[config.mk]
export PLATFORM = sky130hd
export DESIGN_NAME = digit_serial_adder_flat
export DESIGN_NICKNAME = d
export VERILOG_FILES = /design/src/rtl/digit_serial_adder_pkg.sv /design/src/rtl/digit_serial_adder_if.sv /design/src/rtl/digit_serial_adder_digit.sv /design/src/rtl/digit_serial_adder.sv /design/src/flat_wrapper.sv
export SDC_FILE = /design/constraint.sdc
export NUM_CORES = 1
export LEC_CHECK = 0
export BUFFER_PORTS_ARGS = -buffer_cell sky130_fd_sc_hd__buf_2
export CAP_MARGIN = 5
export CORE_ASPECT_RATIO = 1.4
export CORE_MARGIN = 3
export CORE_UTILIZATION = 53
export CTS_CLUSTER_DIAMETER = 50
export DETAILED_ROUTE_END_ITERATION = 10
export PLACE_DENSITY = 0.78
export SYNTH_ARGS = -nofsm -noshare
export SYNTH_HDL_FRONTEND = slang
export SYNTH_HIERARCHICAL = 1
export SYNTH_SLANG_ARGS = --single-unit
[constraint.sdc]
create_clock -name clk -period 2.4 [get_ports clk]
set_clock_uncertainty 0.2 [all_clocks]
set_input_delay 0.12 -clock clk [delete_from_list [all_inputs] [get_ports clk]]
set_output_delay 0.12 -clock clk [all_outputs]
set_load 0.02 [all_outputs]
[src/rtl/digit_serial_adder_pkg.sv]
// Shared definitions for the digit-serial adder/subtractor.
//   state_e   : controller states (IDLE/RUN/DONE)
//   ndig      : number of digits per operand (WIDTH/DIGIT)
//   cnt_width : digit counter width, $clog2(NDIG) with a 1-bit floor
package digit_serial_adder_pkg;

  typedef enum logic [1:0] {
    IDLE = 2'd0,
    RUN  = 2'd1,
    DONE = 2'd2
  } state_e;

  function automatic int unsigned ndig(input int unsigned width, input int unsigned digit);
    // A zero DIGIT is rejected at elaboration; avoid dividing by it here.
    return (digit == 0) ? 1 : width / digit;
  endfunction

  function automatic int unsigned cnt_width(input int unsigned width, input int unsigned digit);
    int unsigned n;
    n = ndig(width, digit);
    return (n <= 1) ? 1 : $clog2(n);
  endfunction

endpackage

[src/rtl/digit_serial_adder_if.sv]
// Operand/result handshake bundle for digit_serial_adder.
//   master : operand producer / result consumer (drives in_valid, a, b, c_in,
//            sub, out_ready)
//   slave  : the adder (drives in_ready, out_valid, sum, carry_out, overflow)
interface digit_serial_adder_if #(
  parameter int unsigned WIDTH = 8
);

  logic             in_valid;
  logic             in_ready;
  logic [WIDTH-1:0] a;
  logic [WIDTH-1:0] b;
  logic             c_in;
  logic             sub;
  logic             out_valid;
  logic             out_ready;
  logic [WIDTH-1:0] sum;
  logic             carry_out;
  logic             overflow;

  modport master (
    output in_valid, a, b, c_in, sub, out_ready,
    input  in_ready, out_valid, sum, carry_out, overflow
  );

  modport slave (
    input  in_valid, a, b, c_in, sub, out_ready,
    output in_ready, out_valid, sum, carry_out, overflow
  );

endinterface

[src/rtl/digit_serial_adder_digit.sv]
// Combinational DIGIT-bit ripple adder built from 1-bit full-adder cells.
//   a_i, b_i : DIGIT-bit addend digits
//   c_i      : carry into bit 0
//   s_o      : DIGIT-bit sum digit
//   c_o      : carry out of the top bit
//   c_msb_o  : carry into the top bit (overflow detection)
module digit_adder #(
  parameter int unsigned DIGIT = 2
) (
  input  logic [DIGIT-1:0] a_i,
  input  logic [DIGIT-1:0] b_i,
  input  logic             c_i,
  output logic [DIGIT-1:0] s_o,
  output logic             c_o,
  output logic             c_msb_o
);

  logic [DIGIT:0] c;

  always_comb begin
    c    = '0;
    s_o  = '0;
    c[0] = c_i;
    for (int unsigned i = 0; i < DIGIT; i++) begin
      s_o[i]   = a_i[i] ^ b_i[i] ^ c[i];
      c[i+1]   = (a_i[i] & b_i[i]) | (c[i] & (a_i[i] ^ b_i[i]));
    end
  end

  assign c_o     = c[DIGIT];
  assign c_msb_o = c[DIGIT-1];

endmodule

[src/rtl/digit_serial_adder.sv]
// Digit-serial adder/subtractor. Consumes WIDTH-bit operands DIGIT bits per
// clock, LSB digit first, and presents the result through a valid/ready pair.
//   clk   : rising-edge clock
//   rst_n : asynchronous active-low reset
//   bus   : slave side of digit_serial_adder_if (operands in, result out)
// Mode: sub=0 computes A+B+c_in, sub=1 computes A-B-c_in (as A+~B+~c_in).
module digit_serial_adder
  import digit_serial_adder_pkg::*;
#(
  parameter int unsigned WIDTH = 8,
  parameter int unsigned DIGIT = 2
) (
  input  logic                 clk,
  input  logic                 rst_n,
  digit_serial_adder_if.slave  bus
);

  localparam int unsigned NDIG = ndig(WIDTH, DIGIT);
  localparam int unsigned CW   = cnt_width(WIDTH, DIGIT);
  localparam logic [CW-1:0] LAST = CW'(NDIG - 1);

  if (WIDTH < 1 || DIGIT < 1 || DIGIT > WIDTH || (WIDTH % DIGIT) != 0) begin : g_bad_params
    $error("digit_serial_adder: WIDTH must be a non-zero multiple of DIGIT");
  end

  state_e           state_q;
  logic [WIDTH-1:0] a_q;
  logic [WIDTH-1:0] b_q;
  logic             carry_q;
  logic [CW-1:0]    cnt_q;
  logic [WIDTH-1:0] sum_q;
  logic             cout_q;
  logic             ovf_q;
  logic             in_ready_q;
  logic             out_valid_q;

  logic [DIGIT-1:0] dig_s;
  logic             dig_c;
  logic             dig_cm;
  logic [WIDTH-1:0] acc_d;

  digit_adder #(.DIGIT(DIGIT)) u_digit (
    .a_i     (a_q[DIGIT-1:0]),
    .b_i     (b_q[DIGIT-1:0]),
    .c_i     (carry_q),
    .s_o     (dig_s),
    .c_o     (dig_c),
    .c_msb_o (dig_cm)
  );

  // The A register doubles as the sum shift register: each digit consumed from
  // the bottom frees room for the result digit at the top, so after NDIG shifts
  // it holds the full sum. The visible sum is copied only on the final digit so
  // the output stays still while the operation is in flight.
  assign acc_d = WIDTH'({dig_s, a_q} >> DIGIT);

  always_ff @(posedge clk or negedge rst_n) begin
    if (!rst_n) begin
      state_q     <= IDLE;
      a_q         <= '0;
      b_q         <= '0;
      carry_q     <= 1'b0;
      cnt_q       <= '0;
      sum_q       <= '0;
      cout_q      <= 1'b0;
      ovf_q       <= 1'b0;
      in_ready_q  <= 1'b1;
      out_valid_q <= 1'b0;
    end else begin
      case (state_q)
        IDLE: begin
          if (bus.in_valid) begin
            a_q        <= bus.a;
            b_q        <= bus.sub ? ~bus.b : bus.b;
            carry_q    <= bus.c_in ^ bus.sub;
            cnt_q      <= '0;
            in_ready_q <= 1'b0;
            state_q    <= RUN;
          end
        end
        RUN: begin
          a_q     <= acc_d;
          b_q     <= b_q >> DIGIT;
          carry_q <= dig_c;
          if (cnt_q == LAST) begin
            sum_q       <= acc_d;
            cout_q      <= dig_c;
            ovf_q       <= dig_cm ^ dig_c;
            out_valid_q <= 1'b1;
            state_q     <= DONE;
          end else begin
            cnt_q <= cnt_q + CW'(1);
          end
        end
        DONE: begin
          if (bus.out_ready) begin
            out_valid_q <= 1'b0;
            in_ready_q  <= 1'b1;
            state_q     <= IDLE;
          end
        end
        default: begin
          out_valid_q <= 1'b0;
          in_ready_q  <= 1'b1;
          state_q     <= IDLE;
        end
      endcase
    end
  end

  assign bus.in_ready  = in_ready_q;
  assign bus.out_valid = out_valid_q;
  assign bus.sum       = sum_q;
  assign bus.carry_out = cout_q;
  assign bus.overflow  = ovf_q;

endmodule

[src/flat_wrapper.sv]
// flat-port wrapper written by rule: the top's interface ports become plain ports
module digit_serial_adder_flat import digit_serial_adder_pkg::*;
#(
  parameter int unsigned WIDTH = 8,
  parameter int unsigned DIGIT = 2
)
  (clk, rst_n, bus_in_valid, bus_a, bus_b, bus_c_in, bus_sub, bus_out_ready, bus_in_ready, bus_out_valid, bus_sum, bus_carry_out, bus_overflow);
  digit_serial_adder_if #(.WIDTH(WIDTH)) bus_i ();
  input  logic clk;
  input  logic rst_n;
  input wire logic [$bits(bus_i.in_valid)-1:0] bus_in_valid;
  input wire logic [$bits(bus_i.a)-1:0] bus_a;
  input wire logic [$bits(bus_i.b)-1:0] bus_b;
  input wire logic [$bits(bus_i.c_in)-1:0] bus_c_in;
  input wire logic [$bits(bus_i.sub)-1:0] bus_sub;
  input wire logic [$bits(bus_i.out_ready)-1:0] bus_out_ready;
  output wire logic [$bits(bus_i.in_ready)-1:0] bus_in_ready;
  output wire logic [$bits(bus_i.out_valid)-1:0] bus_out_valid;
  output wire logic [$bits(bus_i.sum)-1:0] bus_sum;
  output wire logic [$bits(bus_i.carry_out)-1:0] bus_carry_out;
  output wire logic [$bits(bus_i.overflow)-1:0] bus_overflow;
  assign bus_i.in_valid = bus_in_valid;
  assign bus_i.a = bus_a;
  assign bus_i.b = bus_b;
  assign bus_i.c_in = bus_c_in;
  assign bus_i.sub = bus_sub;
  assign bus_i.out_ready = bus_out_ready;
  assign bus_in_ready = bus_i.in_ready;
  assign bus_out_valid = bus_i.out_valid;
  assign bus_sum = bus_i.sum;
  assign bus_carry_out = bus_i.carry_out;
  assign bus_overflow = bus_i.overflow;
  digit_serial_adder #(.WIDTH(WIDTH), .DIGIT(DIGIT)) u_core (.clk(clk), .rst_n(rst_n), .bus(bus_i));
endmodule
Word-level counts from Yosys, hierarchy flattened:

Index checks and enable logic that the tools add are counted.

* register bits after elaboration: 33
* bits of input ports: 22
* output and inout bits: 12
* logic and storage cells: 61

* add/subtract/negate cells: 1
* equality and inequality tests: 7
* mux-type cells: 20
* bitwise operators: 15
* reduce and logical (&&, ||, !) cells: 8

Operators by type and width (number)
* 8-bit one-hot mux with 2 select lines: 2
* 8-bit two-way mux: 3
* 3-bit AND reduction: 4
* 2-bit two-way mux: 5
* 8-bit NOT: 1
* 2-bit != test, second input constant: 3
* 1-bit one-hot mux with 3 select lines: 2
* 2-bit one-hot mux with 3 select lines: 1
* 1-bit bitwise XOR: 6
* 1-bit two-way mux: 5
* 1-bit AND: 4
* 2-bit equality test, second input constant: 2
* 2-bit one-hot mux with 2 select lines: 1
* 2-bit AND reduction: 2
* 2-bit by 1-bit adder with 2-bit output, second input constant: 1
* 2-bit by 1-bit equality test with 1-bit output, second input constant: 1
* 2-bit logical NOT: 1
* 2-bit by 1-bit != test with 1-bit output, second input constant: 1
* 1-bit NOT: 2
* 1-bit OR: 2
* 1-bit one-hot mux with 2 select lines: 1
* 2-bit nonzero test: 1

Logic depth before layout (Yosys ltp):

* depth in word-level cells: 6
* gate-level depth with buffers: 5
* mapped depth without buffers: 4

Modules after synthesis:

Netlist, hierarchy kept.

Modules (own cells, without submodules)
* digit_serial_adder: times used 1, cells an instance 143, area an instance 1564.0 um2, sequential area each 827.0 um2
* digit_adder: times used 1, cells an instance 2, area an instance 40.0 um2, sequential area each 0.0 um2

Least setup slack after synthesis:

No wires, ideal clock.

* path kind: reg2reg
* from: register u_core.a_q[0]
* to: register u_core.a_q[7]
* library setup time: 135 ps
* arrival: 1549 ps
* data required time: 2065 ps
* slack: 516 ps
* cell stages (with the launch flop): 5
* buffers on the path: 0
* period minus slack after synthesis: 1884 ps
* cell sequence: dfrtp_1 > fa_1 > fa_1 > a22oi_1 > o21ai_0

* cells in the longest elaborated chain, start to end: 5
* elaborated cells between the ends (all ways): 6
* classes of those cells: mux: 1; bitwise: 5

RTL lines
* start: declaration: line digit_serial_adder.sv:27 `logic [WIDTH-1:0] a_q;`
* start signal: assignment: line digit_serial_adder.sv:73 `a_q <= bus.a;`
* 1-bit bitwise XOR: line digit_serial_adder_digit.sv:26 `c[i+1] = (a_i[i] & b_i[i]) | (c[i] & (a_i[i] ^ b_i[i]));`
* 1-bit AND: line digit_serial_adder_digit.sv:26
* 1-bit OR *: line digit_serial_adder_digit.sv:26
* net u_core.dig_cm: line digit_serial_adder.sv:39 `logic dig_cm;`
* 1-bit bitwise XOR *: line digit_serial_adder_digit.sv:25 `s_o[i] = a_i[i] ^ b_i[i] ^ c[i];`
* net u_core.dig_s[1]: line digit_serial_adder.sv:37 `logic [DIGIT-1:0] dig_s;`
* 8-bit one-hot mux with 2 select lines *: line digit_serial_adder.sv:70 `case (state_q)`

The timed path passes the listed nets; every way through them passes the cells marked *.
A chain may end at the register's enable or synchronous reset.

Worst setup path in the final report:

* from: register u_core.state_q[0]
* to: register u_core.sum_q[3], in the netlist u_core/bus.sum[3]

* cells in the longest elaborated chain, start to end: 2

RTL lines
* start: declaration: line digit_serial_adder.sv:26 `state_e state_q;`
* start signal: assignment: line digit_serial_adder.sv:59 `state_q <= IDLE;`
* start signal: assignment: line digit_serial_adder.sv:78 `state_q <= RUN;`
* start signal: assignment: line digit_serial_adder.sv:90 `state_q <= DONE;`
* 2-bit by 1-bit equality test with 1-bit output: line digit_serial_adder.sv:70
* 2-bit AND reduction (no source line)
* end signal: assignment: line digit_serial_adder.sv:64 `sum_q <= '0;`
* end signal: assignment: line digit_serial_adder.sv:86 `sum_q <= acc_d;`
* end: declaration: line digit_serial_adder.sv:31 `logic [WIDTH-1:0] sum_q;`

No other way between the ends.

==> results.toml <==
[status]
outcome = "finished clean"

[yosys]
yosys.area_share.simple_pct = 9.20
syn_area_um2 = 1600
yosysSeqAreaShare_pct = 51.6
avgSynthCellArea_um2 = 11.1
synth-compound-area-share_pct = 19.5
ys.warnings.count = 6
synthDistinctLibCells = 27
syn_nets = 170
synth_xor_area_share_pct = 5.46
post_synth_inst_count = 145
synthAdderAreaFrac_pct = 3.28
synth_top_family_by_area = "compound AO/OA/AOI/OAI gates"
ys_ff_latch = 33
synthMuxAreaShare_pct = 7.02

[floorplanning]
row_count = 23
die_area_um2 = 3730
ioPinCount = 34
core_area_um2 = 2880
dieHeight_um = 71.1
die_w_um = 52.5
initial_utilization_pct = 55.7

[setup_path]
worst_path_largest_cell_delay_ps = 700
cp_cell_sequence = "nand3b_1, mux2_2"
crit_buf_inv = 0
cp_top_family = "flip-flops"
crit_arrival_ps = 1950
path_class = "reg2reg"
critPathRequiredTime_ps = 2360
rr_startpoint = "u_core/state_q[0]"
cp-startpoint = "u_core/state_q[0]"
cp_max_fo = 18
cp_slowest_cell = "dfrtp_1"
reg2reg_depth = 2
cp-start-kind = "flop"
reg2reg_slack_ps = 410
cp-end-kind = "flop"
rr_endpoint = "u_core/bus.sum[3]"

[sta]
hold_viol_final = 0
finalSetupViolCount = 0
tightest_slew_ps = 817
rsz0062_at_grt = "false"
min_period_over_period_pct = 82.9
slew_violations = 0
setup_tns_ps = 0
slew_headroom_pct = 45.4
fin_crit_ps = 1990
max_freq_ghz = 0.503
fin_hold_ws_ps = 2.65

[cts]
cts_tree = "yes"
root_buffer = "clkbuf_8"
cts_htree_levels = 2
clock_latency_ps = 280
cts_buffer_depth = 2
hold_buffers = 14
clkTransAtPathRegs_ps = 70
ctsResizeCount = 0
postCtsSetupBuffers = 0
cts_buffers = 5
cts_sinks = 33

[worst_hold_path]
hold_end = "u_core/b_q[3]"
holdPathStages = 4
min_path_type = "in2reg"
hold_path.startpoint = "bus_b[3]"

[power]
ir_drop_v = 0.000697
p_leak_nw = 0.910
p_per_area_nw_per_um2 = 1240

[detailed_routing]
vias_per_cell = 5.66
vias = 1291
wl_um = 3600
drt_iter0_markers = 49
ant_nets = 0
routedWlPerCell_um = 15.8
drt_first_pass_iters = 4
drc = 0

[layout]
areaGrowthSynthToFinish_pct = 25.0
nets = 216
diodes = 0
drive_above_1_share_pct = 27.7
finalNonFillerCells = 228

[place]
port_buffers = 33
dp.cells = 207
hpwlAfterDp_um = 2410
gp_congestion = 0.768

[global_route]
gr-total-overflow = 0
first_global_vias = 1322
antenna_found_initial = 0
grt_util_all_layers_pct = 21.9
grt_max_degree = 34
grt_first_pass_wirelength_um = 6020

[job]
drv_cap = 0
==> per-stage QoR <==
stage	util (%)	instance area (um2)	worst slack (ps)	power [W]
final	69.7	2000	411	0.00249
after global routing	69.7	2000	332	0.00267
after CTS	69.7	2000	432	0.00249
after detailed placement	61.8	1780	443	0.00205
after global placement	61.8	1780	493	0.00199
after floorplan	-	1600	516	0.00176
==> synth_stat cells (all sizes together) <==
cell,number,area share [%]
o21ai,13,4.1
o32ai,2,1.6
or3b,1,0.55
xnor2,8,4.4
nand3b,1,0.47
xor2,2,1.1
nor2,8,1.9
o21bai,1,0.47
inv,3,0.70
dfstp,1,1.6
nor2b,8,3.1
a22o,3,1.6
nand2,12,2.8
fa,2,2.5
a22oi,11,5.1
a221o,4,2.5
dfrtp,32,50
o211ai,3,1.4
nand2b,1,0.39
mux2,10,7.0
a21oi,7,2.2
ha,1,0.78
o22a,1,0.55
buf,7,2.6
clkbuf,3,0.70
==> report_power, final <==
group / total, W / internal, W / switching [W]
Sequential: 0.00105 / 0.000811 / 0.000241
Combinational: 0.00102 / 0.000483 / 0.000542
Clock: 0.000416 / 0.000227 / 0.000189
Total: 0.00249 / 0.00152 / 0.000972
==> area by class of cell <==
type,count,area [um2]
Inverter,3,11.3
Sequential cell,33,827
Multi-Input combinational cell,99,713
Fill cell,226,873
Clock buffer,7,86.3
Timing Repair Buffer,49,320
Tap cell,37,46.3
==> metal layers <==
layer	vias to the layer above	wire length (um)	share of wire (%)	track usage (%)
met1	643	1460	40	25.6
met5	-	0	0	0
li1	612	-	-	-
met3	6	173	4.8	6.32
met4	0	53	1.5	9.09
met2	30	1920	53	36.7
==> placed cells by master (no fill, tap or decap), types with 2 or more instances in the layout <==
cell,Yosys,final
buf_2,6,33
dfrtp_1,32,32
dlygate4sd3_1,0,14
o21ai_0,13,13
nand2_1,12,12
a22oi_1,11,11
mux2_2,10,10
nor2b_1,8,8
xnor2_1,8,8
nor2_1,8,8
a21oi_1,7,7
clkbuf_8,0,6
a221o_1,4,4
inv_1,3,3
o211ai_1,3,3
a22o_1,3,3
xor2_1,2,2
buf_4,0,2
fa_1,2,2
==> cells by family after synthesis <==
logic type               count (synthesis)
buffers and inverters                   13
AO/OA/AOI/OAI                           45
AND/OR/NAND/NOR                         31
flip-flops                              33
multiplexers                            10
XOR/XNOR                                10
adder cells (fa/ha/maj)                  3
==> state kept, by name (all words and copies together) (netlist names), 2 cells and up <==
name,cells
u_core/cnt_q,2
u_core/b_q,8
u_core/bus.sum,8
u_core/a_q,8
u_core/state_q,2
==> worst min-delay path, stage by stage <==
cell and delay [ps]:
buf_2 80, xnor2_1 50, nor2_1 80, a221o_1 120
==> worst max-delay path by stage <==
stage / end / cells past startpoint / slack, ps
6_report: u_core/bus.sum[3] / 2 / 410
5_1_grt: u_core/bus.sum[3] / 2 / 330
4_1_cts: u_core/a_q[7] / 4 / 430
3_5_place_dp: u_core/a_q[7] / 4 / 440
3_3_place_gp: u_core/bus.sum[7] / 3 / 490
2_1_floorplan: u_core/a_q[7] / 4 / 520
(Power assumes the default switching activity.)
